<file path="src/rtl/pic_isa_pkg.sv">
// pic_isa_pkg: PIC16C5x mnemonic codes, opcode base words and encoder state type.
package pic_isa_pkg;
  typedef enum logic [5:0] {
    M_ADDWF, M_ANDWF, M_CLRF, M_CLRW, M_COMF, M_DECF, M_DECFSZ, M_INCF, M_INCFSZ,
    M_IORWF, M_MOVF, M_MOVWF, M_NOP, M_RLF, M_RRF, M_SUBWF, M_SWAPF, M_XORWF,
    M_BCF, M_BSF, M_BTFSC, M_BTFSS,
    M_ANDLW, M_CALL, M_CLRWDT, M_GOTO, M_IORLW, M_MOVLW, M_OPTION, M_RETLW,
    M_SLEEP, M_TRIS, M_XORLW
  } mnem_t;
  localparam logic [5:0] MNEM_COUNT = 6'd33;
  // Opcode bits with every operand field zero, indexed by mnem_t.
  localparam logic [11:0] OP_BASE [0:32] = '{
    12'h1C0, 12'h140, 12'h060, 12'h040, 12'h240, 12'h0C0, 12'h2C0, 12'h280, 12'h3C0,
    12'h100, 12'h200, 12'h020, 12'h000, 12'h340, 12'h300, 12'h080, 12'h380, 12'h180,
    12'h400, 12'h500, 12'h600, 12'h700,
    12'hE00, 12'h900, 12'h004, 12'hA00, 12'hD00, 12'hC00, 12'h002, 12'h800,
    12'h003, 12'h000, 12'hF00
  };
  typedef enum logic [1:0] {S_IDLE, S_LOAD, S_DRAIN, S_FULL} enc_state_t;
endpackage

</file>
<file path="src/rtl/ins_encode_core.sv">
// ins_encode_core: combinational mnemonic + operands -> 12-bit PIC16C5x word and illegal flag.
module ins_encode_core
  import pic_isa_pkg::*;
(
  input  logic [5:0]  mnem,
  input  logic [4:0]  f,
  input  logic        d,
  input  logic [2:0]  b,
  input  logic [8:0]  k,
  output logic [11:0] word,
  output logic        illegal
);
  logic [11:0] base;
  assign base = (mnem < MNEM_COUNT) ? OP_BASE[mnem] : 12'h000;
  always_comb begin
    word = base;
    illegal = 1'b0;
    case (mnem)
      M_ADDWF, M_ANDWF, M_COMF, M_DECF, M_DECFSZ, M_INCF, M_INCFSZ, M_IORWF,
      M_MOVF, M_RLF, M_RRF, M_SUBWF, M_SWAPF, M_XORWF: word = base | {6'b0, d, f};
      M_CLRF, M_MOVWF: word = base | {7'b0, f};
      M_BCF, M_BSF, M_BTFSC, M_BTFSS: word = base | {4'b0, b, f};
      M_ANDLW, M_CALL, M_IORLW, M_MOVLW, M_RETLW, M_XORLW: begin
        word = base | {4'b0, k[7:0]};
        illegal = k[8];
      end
      M_GOTO: word = base | {3'b0, k};
      M_TRIS: begin
        word = {9'b0, f[2:0]};
        illegal = (f < 5'd5) || (f > 5'd7);
      end
      M_NOP, M_CLRW, M_OPTION, M_SLEEP, M_CLRWDT: word = base;
      default: illegal = 1'b1;
    endcase
  end
endmodule

</file>
<file path="src/rtl/ins_encode.sv">
// ins_encode: streams encoded instructions into program memory; checksum output when
// INS_ENCODE_CHECKSUM_EN is defined.
module ins_encode
  import pic_isa_pkg::*;
#(
  parameter int ADDR_W   = 9,
  parameter bit ERR_DROP = 1'b1
) (
  input  logic              clock,
  input  logic              reset,
  input  logic              start,
  input  logic [ADDR_W-1:0] org_addr,
  input  logic              finish,
  input  logic              in_valid,
  output logic              in_ready,
  input  logic [5:0]        in_mnem,
  input  logic [4:0]        in_f,
  input  logic              in_d,
  input  logic [2:0]        in_bit,
  input  logic [8:0]        in_k,
  output logic              pm_we,
  input  logic              pm_ready,
  output logic [ADDR_W-1:0] pm_addr,
  output logic [11:0]       pm_wdata,
`ifdef INS_ENCODE_CHECKSUM_EN
  output logic [11:0]       checksum,
`endif
  output logic              busy,
  output logic              full,
  output logic              err
);
  enc_state_t state, state_n;
  logic [ADDR_W-1:0] cnt;
  logic top_q, accept, done, keep, illegal;
  logic [11:0] word;
  ins_encode_core u_core (
    .mnem(in_mnem), .f(in_f), .d(in_d), .b(in_bit), .k(in_k), .word(word), .illegal(illegal)
  );
  // top_q blocks beats once the last address holds a word, so the counter never wraps.
  assign in_ready = (state == S_LOAD) && !top_q && (!pm_we || pm_ready);
  assign accept = in_valid && in_ready;
  assign done = pm_we && pm_ready;
  assign keep = !illegal || !ERR_DROP;
  assign busy = state != S_IDLE;
  assign full = state == S_FULL;
  always_comb begin
    state_n = state;
    case (state)
      S_IDLE:  state_n = start ? S_LOAD : S_IDLE;
      S_LOAD:  state_n = finish ? S_DRAIN : (done && pm_addr == '1) ? S_FULL : S_LOAD;
      S_DRAIN: state_n = pm_we ? S_DRAIN : S_IDLE;
      S_FULL:  state_n = finish ? S_DRAIN : S_FULL;
      default: state_n = S_IDLE;
    endcase
  end
  always_ff @(posedge clock or posedge reset) begin
    if (reset) begin
      state <= S_IDLE;
      cnt <= '0;
      top_q <= 1'b0;
      pm_we <= 1'b0;
      pm_addr <= '0;
      pm_wdata <= '0;
      err <= 1'b0;
    end else begin
      state <= state_n;
      err <= accept && illegal;
      if (state == S_IDLE && start) begin
        cnt <= org_addr;
        top_q <= 1'b0;
      end
      if (accept && keep) begin
        pm_we <= 1'b1;
        pm_addr <= cnt;
        pm_wdata <= illegal ? 12'h000 : word;
        if (cnt == '1) top_q <= 1'b1;
        else cnt <= cnt + ADDR_W'(1);
      end else if (done) begin
        pm_we <= 1'b0;
      end
    end
  end
`ifdef INS_ENCODE_CHECKSUM_EN
  always_ff @(posedge clock or posedge reset) begin
    if (reset) checksum <= '0;
    else if (state == S_IDLE && start) checksum <= '0;
    else if (done) checksum <= checksum + pm_wdata;
  end
`endif
endmodule

</file>
<file path="config.mk">
export PLATFORM = sky130hd
export DESIGN_NAME = ins_encode
export DESIGN_NICKNAME = d
export VERILOG_FILES = /design/src/rtl/pic_isa_pkg.sv /design/src/rtl/ins_encode_core.sv /design/src/rtl/ins_encode.sv
export SDC_FILE = /design/constraint.sdc
export NUM_CORES = 1
export LEC_CHECK = 0
export ABC_AREA = 1
export CELL_PAD_IN_SITES_DETAIL_PLACEMENT = 2
export CELL_PAD_IN_SITES_GLOBAL_PLACEMENT = 2
export CORE_ASPECT_RATIO = 1.5
export CORE_UTILIZATION = 26
export CTS_CLUSTER_SIZE = 20
export DETAILED_ROUTE_END_ITERATION = 10
export HOLD_SLACK_MARGIN = 0.08
export PLACE_DENSITY_LB_ADDON = 0.1
export SLEW_MARGIN = 10
export SYNTH_ARGS = -nofsm -noshare
export SYNTH_HDL_FRONTEND = slang
export SYNTH_SLANG_ARGS = --single-unit
</file>
<file path="constraint.sdc">
create_clock -name clock -period 2.3 [get_ports clock]
set_input_delay 0.345 -clock clock [delete_from_list [all_inputs] [get_ports clock]]
set_output_delay 0.345 -clock clock [all_outputs]
set_load 0.005 [all_outputs]
</file>
Yosys cells after proc, flatten, opt, wreduce, memory -nomap -nowiden
Memories as Yosys holds them, arrays and structs flattened.
Cells that the tools add are included.
- logic and storage cells: 98
- memories kept: 1
- input bits: 39
- flip-flop bits (word level): 35
- output and inout bits: 26
- ROM bits: 768
- memory list (name ; depth ; bits a word ; rd ports ; clocked after Yosys merged registers in ; write ports ; RTL line ; text):
    (name not given) ; 64 ; 12 ; 1 ; 0 ; 0 ; ins_encode_core.sv:14 ; assign base = (mnem < MNEM_COUNT) ? OP_BASE[mnem] : 12'h000;
- $add $sub $neg: 1
- equality and inequality tests: 37
- order comparisons: 4
- reductions and logical operators: 22
- bitwise gates (word level): 6
- muxes and demuxes: 20
- operator list (cell ; count):
    equality test 6 x 5 -> 1 bit, second input constant ; 16
    one-hot mux 12 bit (6 select lines) ; 1
    equality test 6 x 4 -> 1 bit, second input constant ; 8
    2-to-1 mux 12 bit ; 4
    2-to-1 mux 9 bit ; 3
    OR reduction 26 bit ; 1
    equality test 6 x 3 -> 1 bit, second input constant ; 4
    bitwise OR 12 x 8 -> 12 bit ; 2
    equality test 9 bit, second input constant ; 2
    OR reduction 14 bit ; 1
    equality test 6 x 2 -> 1 bit, second input constant ; 2
    bitwise OR 12 x 5 -> 12 bit ; 1
    bitwise OR 12 x 6 -> 12 bit ; 1
    bitwise OR 12 x 9 -> 12 bit ; 1
    adder 9 x 1 -> 9 bit, second input constant ; 1
    logical AND 1 bit ; 8
    one-hot mux 2 bit (4 select lines) ; 1
    >= comparator 7 bit, second input constant ; 1
    2-to-1 mux 1 bit ; 7
    NOT 6 -> 7 bit ; 1
    equality test 6 x 1 -> 1 bit, second input constant ; 1
    equality test 6 bit, second input constant ; 1
    zero test 6 bit ; 1
    < comparator 6 bit, second input constant ; 1
    other kinds (13) ; 20

Longest topological paths before layout
Gate-level depths: netlist of the first run.
- depth after elaboration: 8
- depth in mapped cells: 15
- mapped depth without buffers: 15

Modules after synthesis
From an unflattened synthesis of the first run, not the netlist that was laid out.
- cell total of the unflattened synthesis: 413
- area total of the unflattened synthesis: 2743.9 µm²
- by module, submodules not included (module ; area an instance (µm²) ; times used ; sequential area each (µm²) ; cells an instance):
    ins_encode ; 1760.4 ; 1 ; 875.8 ; 215
    ins_encode_core ; 983.4 ; 1 ; 0.0 ; 198

Least setup slack after synthesis of the first run
Ideal clock, no wire load.
- path type: input to register
- from: input in_mnem[0]
- to: register pm_wdata[1]
- setup time: 0.118 ns
- cell stages on the path: 13
- buffers on the path: 0
- arrival time: 1.767 ns
- path slack: 0.416 ns
- cell sequence: inv_1 -> ha_1 -> inv_1 -> nand2_1 -> nand2_1 -> nor2_2 -> nor2_4 -> nand2_2 -> nor2_1 -> nand2_1 -> or2_2 -> nand3_1 -> nand2_1
- longest elaborated chain between the ends: 8
- elaborated cells between the ends (all ways): 54
- classes of those cells: order compare (1); eq/ne (32); mux (6); bitwise (6); reduce/logical (8); memory (1)
- RTL lines (what ; RTL line ; text):
    start, declared ; ins_encode.sv:16 ; input logic [5:0] in_mnem,
    NOT 6 -> 7 bit (not written as such) ; ins_encode_core.sv:14 ;
    memory (64 x 12 bit) ; n/a ;
    2-to-1 mux 12 bit (not written as such) (2 in series) ; ins_encode_core.sv:14 ;
    2-to-1 mux 12 bit ; ins_encode_core.sv:14 ;
    bitwise OR 12 x 9 -> 12 bit, or another cell as far along ; ins_encode_core.sv:27 ; M_GOTO: word = base | {3'b0, k};
    one-hot mux 12 bit (6 select lines) ; ins_encode_core.sv:18 ; case (mnem)
    2-to-1 mux 12 bit ; ins_encode.sv:75 ; pm_wdata <= illegal ? 12'h000 : word;
    end signal, assigned ; ins_encode.sv:75 ;
    end, declared ; ins_encode.sv:24 ; output logic [11:0] pm_wdata,
Parallel ways exist; a longest one is shown, timed or not. The select of a mux whose other input is x is not followed.
A chain may end at the register's enable or synchronous reset.

Final worst setup path of the first run
- from: input pm_ready
- to: output in_ready
- longest elaborated chain between the ends: 2
- RTL lines (what ; RTL line ; text):
    start, declared ; ins_encode.sv:22 ; input logic pm_ready,
    logical OR 1 bit ; ins_encode.sv:40 ; assign in_ready = (state == S_LOAD) && !top_q && (!pm_we || pm_ready);
    logical AND 1 bit ; ins_encode.sv:40 ;
    end, declared ; ins_encode.sv:15 ; output logic in_ready,
Every way passes these cells.

==> results of run 1 <==
## state kept, by name (all words and copies together), names as in the netlist
name / cells
state: 2
pm_we: 1
cnt: 9
pm_addr: 9
pm_wdata: 12
err: 1
top_q: 1
## how the worst max path moves through the flow
stage	from	to	depth (start not counted)
CTS	in_mnem[2]	pm_wdata[2]	13
finish	pm_ready	in_ready	4
global route	in_mnem[0]	pm_wdata[2]	15
detailed placement	in_mnem[0]	pm_wdata[6]	15
global placement	in_mnem[0]	pm_wdata[6]	15
floorplan	in_mnem[0]	pm_wdata[1]	13
## worst reg2reg max path, stage by stage (launching register included)
cell and delay [ns]:
dfrtp_1 0.42, ha_1 0.21, nand3_1 0.13, nor3_1 0.28, nand2_1 0.09, nor2_1 0.13
ha_1 0.31, inv_1 0.13, nand3_2 0.09, o21ai_1 0.06
## cell usage in the layout, fill, tap and decap left out, types with 3 or more instances in the layout
cell type,netlist,final
nand4_1,4,4
o21ai_0,27,27
nand2_1,117,113
ha_1,8,5
nor2_2,4,5
o21ai_1,9,9
xor2_1,6,6
ha_2,0,3
or2_2,3,3
nand3_2,0,3
clkdlybuf4s50_1,0,60
nand3_1,23,20
a22o_1,3,3
nand2_2,2,6
nor2_1,24,23
dfrtp_1,35,35
o22ai_1,3,3
inv_2,4,7
clkbuf_16,0,5
a21oi_1,10,10
buf_4,1,54
nor3_1,5,5
inv_1,41,37
## through the flow
step | cell area, sq um | cells
after floorplan | 2440 | 350
after global placement | 3560 | 571
after detailed placement | 3560 | 571
after CTS | 3760 | 579
after global routing | 3760 | 579
final | 3760 | 579
## layer usage
metal,wire (um),GRT usage,part of all wire
met2,5530,0.417,0.59
met4,188,0.0725,0.020
met1,3540,0.219,0.37
met3,191,0.0242,0.020
met5,0,0,0
## power by group
group          total (mW)  switching [mW]  internal [mW]
sequential           1.08           0.206          0.875
clock               0.710           0.249          0.461
combinational        1.35           0.660          0.690
total                3.14            1.12           2.03
## cell type report
| type | instances | area share |
|---|---|---|
| clock buffer | 8 | 0.0416 |
| inverter | 45 | 0.0459 |
| multi-input combinational | 263 | 0.364 |
| sequential | 35 | 0.233 |
| tap | 110 | 0.0366 |
| timing repair buffer | 118 | 0.279 |
## kinds of logic after synthesis
| group | after synthesis |
|---|---|
| xor+xnor | 6 |
| compound gates | 59 |
| mux | 1 |
| fa+ha+maj | 8 |
| flops | 35 |
| simple gates | 189 |
| buf+inv | 52 |
## timing repair
| item | in CTS | in global routing |
|---|---|---|
| endpoints found under the setup margin | 11 | 23 |
| pin swaps | 2 | 0 |
| setup buffers | 0 | 0 |
| resized for setup | 17 | 2 |
==> results by group, run 1 <==
Critical path
  – Reg-to-reg startpoint: cnt[1]
  – Reg2Reg Depth: 9
  – Max FO, Critical Path: 3
  – Buf+Inv Stages, Crit Path: 2
  – R2R setup slack: 0.33 ns
  – Setup crit start kind: input pin
  – Most used cell, CP: clkdlybuf4s50_1
  – Worst path arrival time: 1.76 ns
  – Reg2reg end: cnt[2]
  – Critical path class: input pin to primary output
  – Worst path top cell family by delay: buffers and inverters
  – Endpoint type of the worst setup path: primary output
  – Worst path slowest cell: clkdlybuf4s50_1
  – Max incr delay on CP: 0.58 ns
  – CP cell instances: clkdlybuf4s50_1 > nor2_1 > nor4_1 > clkdlybuf4s50_1
  – Worst endpoint required time: 1.96 ns

Die
  – Core area: 8930 sq um
  – Area of the die: 9770 sq um
  – Starting density of the core: 0.273
  – IO Pins: 65
  – Die height: 121 um
  – Row cnt: 42
  – Die width: 81.0 um

Power
  – Maximum vdd ir drop: 500 uV
  – Total Power: 3.14 mW
  – Leakage power figure: 1.87 nW
  – Pwr/cell area: 835 nW/um^2

GRT
  – First-pass GRT wire length: 15500 um
  – Initial antenna violation count: 0
  – Vias in the first global route: 3114
  – Grt total ovfl: 0
  – Largest net degree at the start of global routing: 36
  – GRT Total Usage: 0.211

Yosys
  – Synth Net Count: 397
  – Simple-gate area share of the yosys netlist: 0.342
  – Sequential-to-total area share from yosys stat: 0.360
  – Count leader, synth: nand2_1
  – Distinct cells, synth: 37
  – Top cells by count, synth: 117 x nand2_1, 41 x inv_1, 35 x dfrtp_1
  – EDFF count, synth: 0
  – YS warnings: 0
  – Adder-cell share of the synthesized area: 0.0411
  – Synth Area in Compound Gates: 0.140
  – Post-Syn Instances: 350
  – Avg Cell Area, Syn: 6.96 sq um
  – Ys async rst share: 1.00
  – Biggest area consumer among synthesized cells: dfrtp_1
  – Mapped cell area: 2440 sq um
  – Primary FF master, synth: dfrtp_1
  – Yosys top cell area share: 0.360
  – Portion of netlist area occupied by mux cells: 0.00411
  – #FFs+latches synth: 35
  – Xor/xnor share of the synthesized area: 0.0216
  – Top cells by area, synth: dfrtp_1 36%, nand2_1 18%, inv_1 6.3%, o21ai_0 5.5%, nand3_1 4.7%
  – Largest family of logic cells by synthesized area: simple AND/OR/NAND/NOR gates

Timing
  – Setup TNS: 0 ns
  – Setup violators final: 0
  – Final Worst Setup Slack: 0.190 ns
  – Tcrit/Tclk final: 0.917
  – Fin. max-slew vios: 0
  – Worst hold slack: 0.481 ns
  – Clk_skew: 0.00476 ns
  – Final count of hold timing violations: 0
  – Pin slew with the least headroom to its limit: 0.658 ns
  – Period minus WS final: 2.11 ns
  – Fmax: 474 MHz
  – Unrepaired setup endpoints after global routing: no
  – Slew margin rel.: 0.561

Outcome
  – Status: complete, no violations

Detailed routing
  – Drt total wl: 9440 um
  – Drt via density: 4.80
  – Post-route DRC: 0
  – Antenna-violating nets left: 0
  – Vias: 2781
  – Drt wl/cell: 16.3 um
  – Drt pass-1 iters: 4
  – DR iter-0 viols: 62

Hold path
  – Worst min-delay path category: input pin to async pin

Layout
  – Final net count: 515
  – # diodes: 0
  – Register Area: 876 sq um
  – FILL cells: 1074
  – Ratio of cells with drive above 1 in the final layout: 0.205
  – Fin util: 0.421
  – Multi-input combinational cell area: 1370 sq um
  – Layout overhead on the synthesized area: 54.4%

Clock network
  – Root buffer cell: clkbuf_16
  – Clock Tree Buf Depth: 2
  – Reg clk slew, reported paths: 0.05 ns
  – Clock Latency Late Sink: 0.28 ns
  – Max H-tree Level: 2
  – Post-CTS Hold Fix Bufs: 0
  – CTS Buf Count: 5
  – CTS tree: yes
  – # clock sinks: 35

Placement
  – DP Wirelength: 7840 um
  – Buffers on Ports: 64
  – Final GP Congestion: 0.857
  – Place WS: -0.380 ns

Flow run
  – Max_cap viols: 0
Note: power is estimated with default switching activity, not from simulation.
==> inputs of run 2 (changes only) <==
- SKIP_CTS_REPAIR_TIMING: not set -> 1
==> results by group, run 2 (synthesis results as in run 1) <==
Die
  – Row cnt: 42 (unchanged)
  – Core area: 8930 sq um (unchanged)
  – Die height: 121 um (unchanged)
  – Area of the die: 9770 sq um (unchanged)
  – Die width: 81.0 um (unchanged)
  – IO Pins: 65 (unchanged)
  – Starting density of the core: 0.273 (unchanged)

Layout
  – Register Area: 876 sq um (unchanged)
  – Most common cell after layout, fill and taps aside: nand2_1
  – Final net count: 519 (+0.78%)
  – Most frequent cells in the layout: 114 x nand2_1, 60 x clkdlybuf4s50_1, 57 x buf_4
  – Multi-input combinational cell area: 1400 sq um (+1.7%)
  – Biggest register: pm_wdata
  – FILL cells: 1072 (-0.19%)
  – Layout overhead on the synthesized area: 56.7%
  – # diodes: 0 (unchanged)
  – Ratio of cells with drive above 1 in the final layout: 0.214 (+0.00884)
  – Number of flip-flops in the largest register: 12 (unchanged)
  – Regs by FF count: pm_wdata x12, cnt x9, pm_addr x9

Critical path
  – R2R setup slack: 0.21 ns (-0.12 ns)
  – Max FO, Critical Path: 8 (+5)
  – Worst endpoint required time: 2.46 ns (+0.50 ns)
  – Max incr delay on CP: 0.54 ns (-0.04 ns)
  – Worst path arrival time: 2.31 ns (+0.55 ns)
  – Setup crit start kind: input pin
  – CP cell instances: clkdlybuf4s50_1 > nand2_4 > inv_2 > nand2_1 > nand2_1 > nor2_4 > nor2_1 > a21oi_4 > nand3_4 > buf_4 > nor2_4 > o21ai_1
  – Endpoint type of the worst setup path: flop
  – Reg2Reg Depth: 9 (unchanged)
  – Worst path slowest cell: clkdlybuf4s50_1
  – Critical path class: input pin to flop
  – Reg-to-reg startpoint: cnt[1]
  – Reg2reg end: cnt[2]

GRT
  – Grt total ovfl: 0 (unchanged)
  – Largest net degree at the start of global routing: 36 (unchanged)
  – Initial antenna violation count: 0 (unchanged)
  – GRT Total Usage: 0.211 (about the same)
  – First-pass GRT wire length: 15500 um (about the same)
  – M3 GR Usage: 0.0242 (unchanged)
  – Vias in the first global route: 3109 (-0.16%)
  – M1 GR Usage: 0.219 (-0.000470)
  – Gr busiest metal: met2
  – Met2 GRT Util: 0.418 (+0.00105)

Detailed routing
  – Drt total wl: 9710 um (+2.8%)
  – Drt wl/cell: 16.7 um (+2.1%)
  – Post-route DRC: 0 (unchanged)
  – Vias: 2784 (+0.11%)
  – Antenna-violating nets left: 0 (unchanged)
  – Drt via density: 4.78 (-0.58%)
  – DR iter-0 viols: 65 (+4.8%)
  – Drt pass-1 iters: 4 (unchanged)

Timing
  – Tcrit/Tclk final: 0.932 (+0.0146)
  – Setup violators final: 0 (unchanged)
  – Clk_skew: 0.00433 ns (-0.000422 ns)
  – Fin. max-slew vios: 0 (unchanged)
  – Unrepaired setup endpoints after global routing: no
  – Worst hold slack: 0.479 ns (-0.00154 ns)
  – Pin slew with the least headroom to its limit: 0.659 ns (+0.00144 ns)
  – Final count of hold timing violations: 0 (unchanged)
  – Slew margin rel.: 0.560 (-0.000963)
  – Period minus WS final: 2.14 ns (+0.0335 ns)
  – Fmax: 467 MHz (-1.6%)

Power
  – Total Power: 3.16 mW (+0.64%)
  – Maximum vdd ir drop: 490 uV (-2.0%)
  – Leakage power figure: 1.91 nW (+1.9%)
  – Pwr/cell area: 828 nW/um^2 (-0.77%)

Flow run
  – Max_cap viols: 0 (unchanged)

Clock network
  – CTS Buf Count: 5 (unchanged)
  – Clock Latency Late Sink: 0.28 ns (about the same)
  – Clock Tree Buf Depth: 2 (unchanged)
  – CTS tree: yes
  – Max H-tree Level: 2 (unchanged)
  – Reg clk slew, reported paths: 0.05 ns (about the same)
  – Root buffer cell: clkbuf_16
  – # clock sinks: 35 (unchanged)

Outcome
  – Status: complete, no violations

Placement
  – DP Wirelength: 7840 um (unchanged)
  – Final GP Congestion: 0.857 (unchanged)
  – Buffers on Ports: 64 (unchanged)

Hold path
  – Worst min-delay path category: input pin to async pin
==> run 2: cell type report <==
| cell class | count | share of cell area |
|---|---|---|
| timing repair buffer | 121 | 0.283 |
| multi-input combinational | 264 | 0.366 |
| inverter | 45 | 0.0452 |
| tap | 110 | 0.0361 |
| clock buffer | 8 | 0.0410 |
| sequential | 35 | 0.230 |
==> run 2: power breakdown <==
group          leakage [nW]  internal (mW)  total (mW)  switching (mW)
Clock                0.0772          0.461       0.707           0.247
Combinational          1.40          0.702        1.37           0.673
Sequential            0.435          0.875        1.08           0.204
==> run 2: per-stage QoR <==
step           setup WS [ns]  instance area, sq um  instances  setup TNS [ns]  utilization
2_1_floorplan          0.416                  2440        350               0            -
3_3_place_gp          -0.313                  3560        571           -6.62        0.399
3_5_place_dp          -0.380                  3560        571           -9.18        0.399
4_1_cts               -0.109                  3720        579          -0.551        0.417
5_1_grt               0.0250                  3820        583               0        0.427
6_report               0.157                  3820        583               0        0.427
==> run 2: worst max path at each step <==
stage          startpoint     endpoint  slack (ns)  cells after the start
2_1_floorplan  in_mnem[0]  pm_wdata[1]        0.42                     13
3_3_place_gp   in_mnem[0]  pm_wdata[6]       -0.31                     15
3_5_place_dp   in_mnem[0]  pm_wdata[6]       -0.38                     15
4_1_cts        in_mnem[0]  pm_wdata[2]       -0.11                     14
5_1_grt        in_mnem[4]       cnt[1]        0.02                     12
6_report       in_mnem[4]       cnt[3]        0.16                     12
==> run 2: worst max-delay path: cells and delay by family <==
family / cells / cell delay, ns
compound gates: 2 / 0.24
buf+inv: 3 / 0.77
simple gates: 7 / 0.94
==> run 2: per-layer routing <==
metal,vias up,share of wire,routed length (um)
met5,-,0,0
met4,0,0.020,194
li1,1368,-,-
met3,11,0.018,177
met1,1364,0.38,3700
met2,41,0.58,5640
==> inputs of run 3 (changes only) <==
- MAX_ROUTING_LAYER: not set -> met4
==> results by group, run 3 (synthesis results as in run 1) <==
Die
  – Row cnt: 42 (unchanged)
  – Die width: 81.0 um (unchanged)
  – IO Pins: 65 (unchanged)
  – Die height: 121 um (unchanged)
  – Area of the die: 9770 sq um (unchanged)
  – Core area: 8930 sq um (unchanged)
  – Starting density of the core: 0.273 (unchanged)

Flow run
  – Max_cap viols: 0 (unchanged)

Detailed routing
  – Drt total wl: 9940 um (+2.4%)
  – Drt pass-1 iters: 3 (-1)
  – Vias: 2827 (+1.5%)
  – Drt via density: 4.85 (+1.5%)
  – Drt wl/cell: 17.1 um (+2.4%)
  – Antenna-violating nets left: 0 (unchanged)
  – DR iter-0 viols: 73 (+12%)
  – Post-route DRC: 0 (unchanged)

Clock network
  – Reg clk slew, reported paths: 0.06 ns (about the same)
  – CTS tree: yes
  – Max H-tree Level: 2 (unchanged)
  – CTS Buf Count: 5 (unchanged)
  – Clock Latency Late Sink: 0.28 ns (about the same)
  – # clock sinks: 35 (unchanged)
  – Root buffer cell: clkbuf_16
  – Clock Tree Buf Depth: 2 (unchanged)

Critical path
  – Endpoint type of the worst setup path: flop
  – Worst endpoint required time: 2.46 ns (about the same)
  – Critical path class: input pin to flop
  – Max FO, Critical Path: 8 (unchanged)
  – Setup crit start kind: input pin
  – Worst path arrival time: 2.35 ns (+0.04 ns)
  – Max incr delay on CP: 0.47 ns (-0.07 ns)
  – CP cell instances: clkdlybuf4s50_1 > buf_6 > nor2_2 > buf_4 > nand3_2 > nand2_2 > nor2_4 > nand2_1 > nor2_1 > nand2_1 > nand3_4 > clkinvlp_4 > nand2_2 > nand3_1
  – Worst path slowest cell: clkdlybuf4s50_1
  – Worst path top cell family by delay: buffers and inverters
  – Buf+Inv Stages, Crit Path: 4 (+1)

Timing
  – Slew margin rel.: 0.542 (-0.0172)
  – Fin. max-slew vios: 0 (unchanged)
  – Period minus WS final: 2.19 ns (+0.0500 ns)
  – Setup violators final: 0 (unchanged)
  – Final count of hold timing violations: 0 (unchanged)
  – Tcrit/Tclk final: 0.954 (+0.0217)
  – Pin slew with the least headroom to its limit: 0.685 ns (+0.0258 ns)
  – Fmax: 456 MHz (-2.3%)
  – Clk_skew: 0.00620 ns (+0.00186 ns)

Layout
  – Fin util: 0.431 (+0.00336)
  – Biggest register: pm_wdata
  – Final net count: 519 (unchanged)
  – Most common cell after layout, fill and taps aside: nand2_1
  – Register Area: 876 sq um (unchanged)
  – Layout overhead on the synthesized area: 57.9%
  – FILL cells: 1081 (+0.84%)
  – Most frequent cells in the layout: 113 x nand2_1, 60 x clkdlybuf4s50_1, 54 x buf_4
  – Number of flip-flops in the largest register: 12 (unchanged)
  – Multi-input combinational cell area: 1410 sq um (+1.3%)
  – Ratio of cells with drive above 1 in the final layout: 0.214 (unchanged)
  – Regs by FF count: pm_wdata x12, cnt x9, pm_addr x9
  – # diodes: 0 (unchanged)

Placement
  – Final GP Congestion: 0.875 (+2.1%)
  – DP Wirelength: 7990 um (+1.9%)
  – Buffers on Ports: 64 (unchanged)

GRT
  – Largest net degree at the start of global routing: 36 (unchanged)
  – GRT Total Usage: 0.220 (+0.00870)
  – Vias in the first global route: 3110 (+0.032%)
  – First-pass GRT wire length: 15600 um (+0.35%)
  – Initial antenna violation count: 0 (unchanged)
  – Grt total ovfl: 0 (unchanged)

Outcome
  – Status: complete, no violations

Power
  – Total Power: 3.14 mW (-0.79%)
  – Logic pwr share: 0.447 (+0.012)
  – Switching Fraction: 0.367 (+0.0118)
  – Maximum vdd ir drop: 408 uV (-17%)
  – Clock group share of total power: 0.208 (-0.016)
  – P_int: 1.98 mW (-2.6%)
  – Pwr/cell area: 815 nW/um^2 (-1.6%)
  – Register share of total power: 0.344 (+0.003)
  – Switching power of the nets: 1.15 mW (+2.5%)
  – Leakage power figure: 1.92 nW (+0.44%)

Hold path
  – Worst min-delay path category: input pin to async pin
[run 3: changes by cell type in the layout (fill, tap and decap cells not counted), moves of 2 or more]
cell      previous run  this run
buf_4               57        54
nor2_4               2         4
inv_2                8         5
inv_1               36        38
clkbuf_8             2         0
buf_12               0         2
[run 3: area by class of cell]
type | count | area share
timing repair buffer | 121 | 0.288
clock inverter | 1 | 0.00130
clock buffer | 7 | 0.0345
multi-input combinational | 264 | 0.367
tap | 110 | 0.0358
sequential | 35 | 0.228
inverter | 45 | 0.0455
[run 3: layer usage]
metal | wire [um] | part of all wire | global-route usage | vias to the layer above
met5 | 0 | 0 | - | -
met4 | 187 | 0.019 | 0.0725 | 0
met3 | 177 | 0.018 | 0.0219 | 14
met2 | 5850 | 0.59 | 0.429 | 41
met1 | 3720 | 0.37 | 0.219 | 1400
li1 | - | - | - | 1372
[run 3: through the flow]
stage                     area, sq um  cells  setup slack, ns  setup TNS [ns]  hold slack [ns]
final                            3850    583            0.107               0            0.461
after global routing             3850    583          -0.0503          -0.160            0.522
after CTS                        3700    577           -0.142           -1.72            0.488
after detailed placement         3560    569           -0.397          -10.44            0.478
after global placement           3560    569           -0.348           -8.02            0.470
after floorplan                  2440    350            0.416               0            0.441
[run 3: final timing paths]
| kind | startpoint | to | slack, ns | cells past startpoint |
|---|---|---|---|---|
| setup reg to reg | cnt[1] | cnt[2] | 0.20 | 9 |
| hold reg to reg | pm_wdata[8] | pm_wdata[8] | 0.49 | 2 |
| setup / recovery | in_mnem[2] | pm_wdata[7] | 0.11 | 14 |
| min in group clock | pm_wdata[8] | pm_wdata[8] | 0.49 | 2 |
| hold / removal | reset | state[1] | 0.46 | 3 |
| max in group asynchronous | reset | pm_wdata[4] | 1.49 | 3 |
[run 3: power by group through the flow]
stage	Clock (mW)	Sequential (mW)	Combinational (mW)
detailed placement	0	1.09	1.36
global route	0.689	1.12	1.57
CTS	0.665	1.09	1.40
floorplan	0	1.05	0.617
finish	0.653	1.08	1.40
global placement	0	1.08	1.31
[run 3: tightest hold or removal path, delay by kind of cell]
family	cells	cell delay (ns)
buf+inv	3	0.84
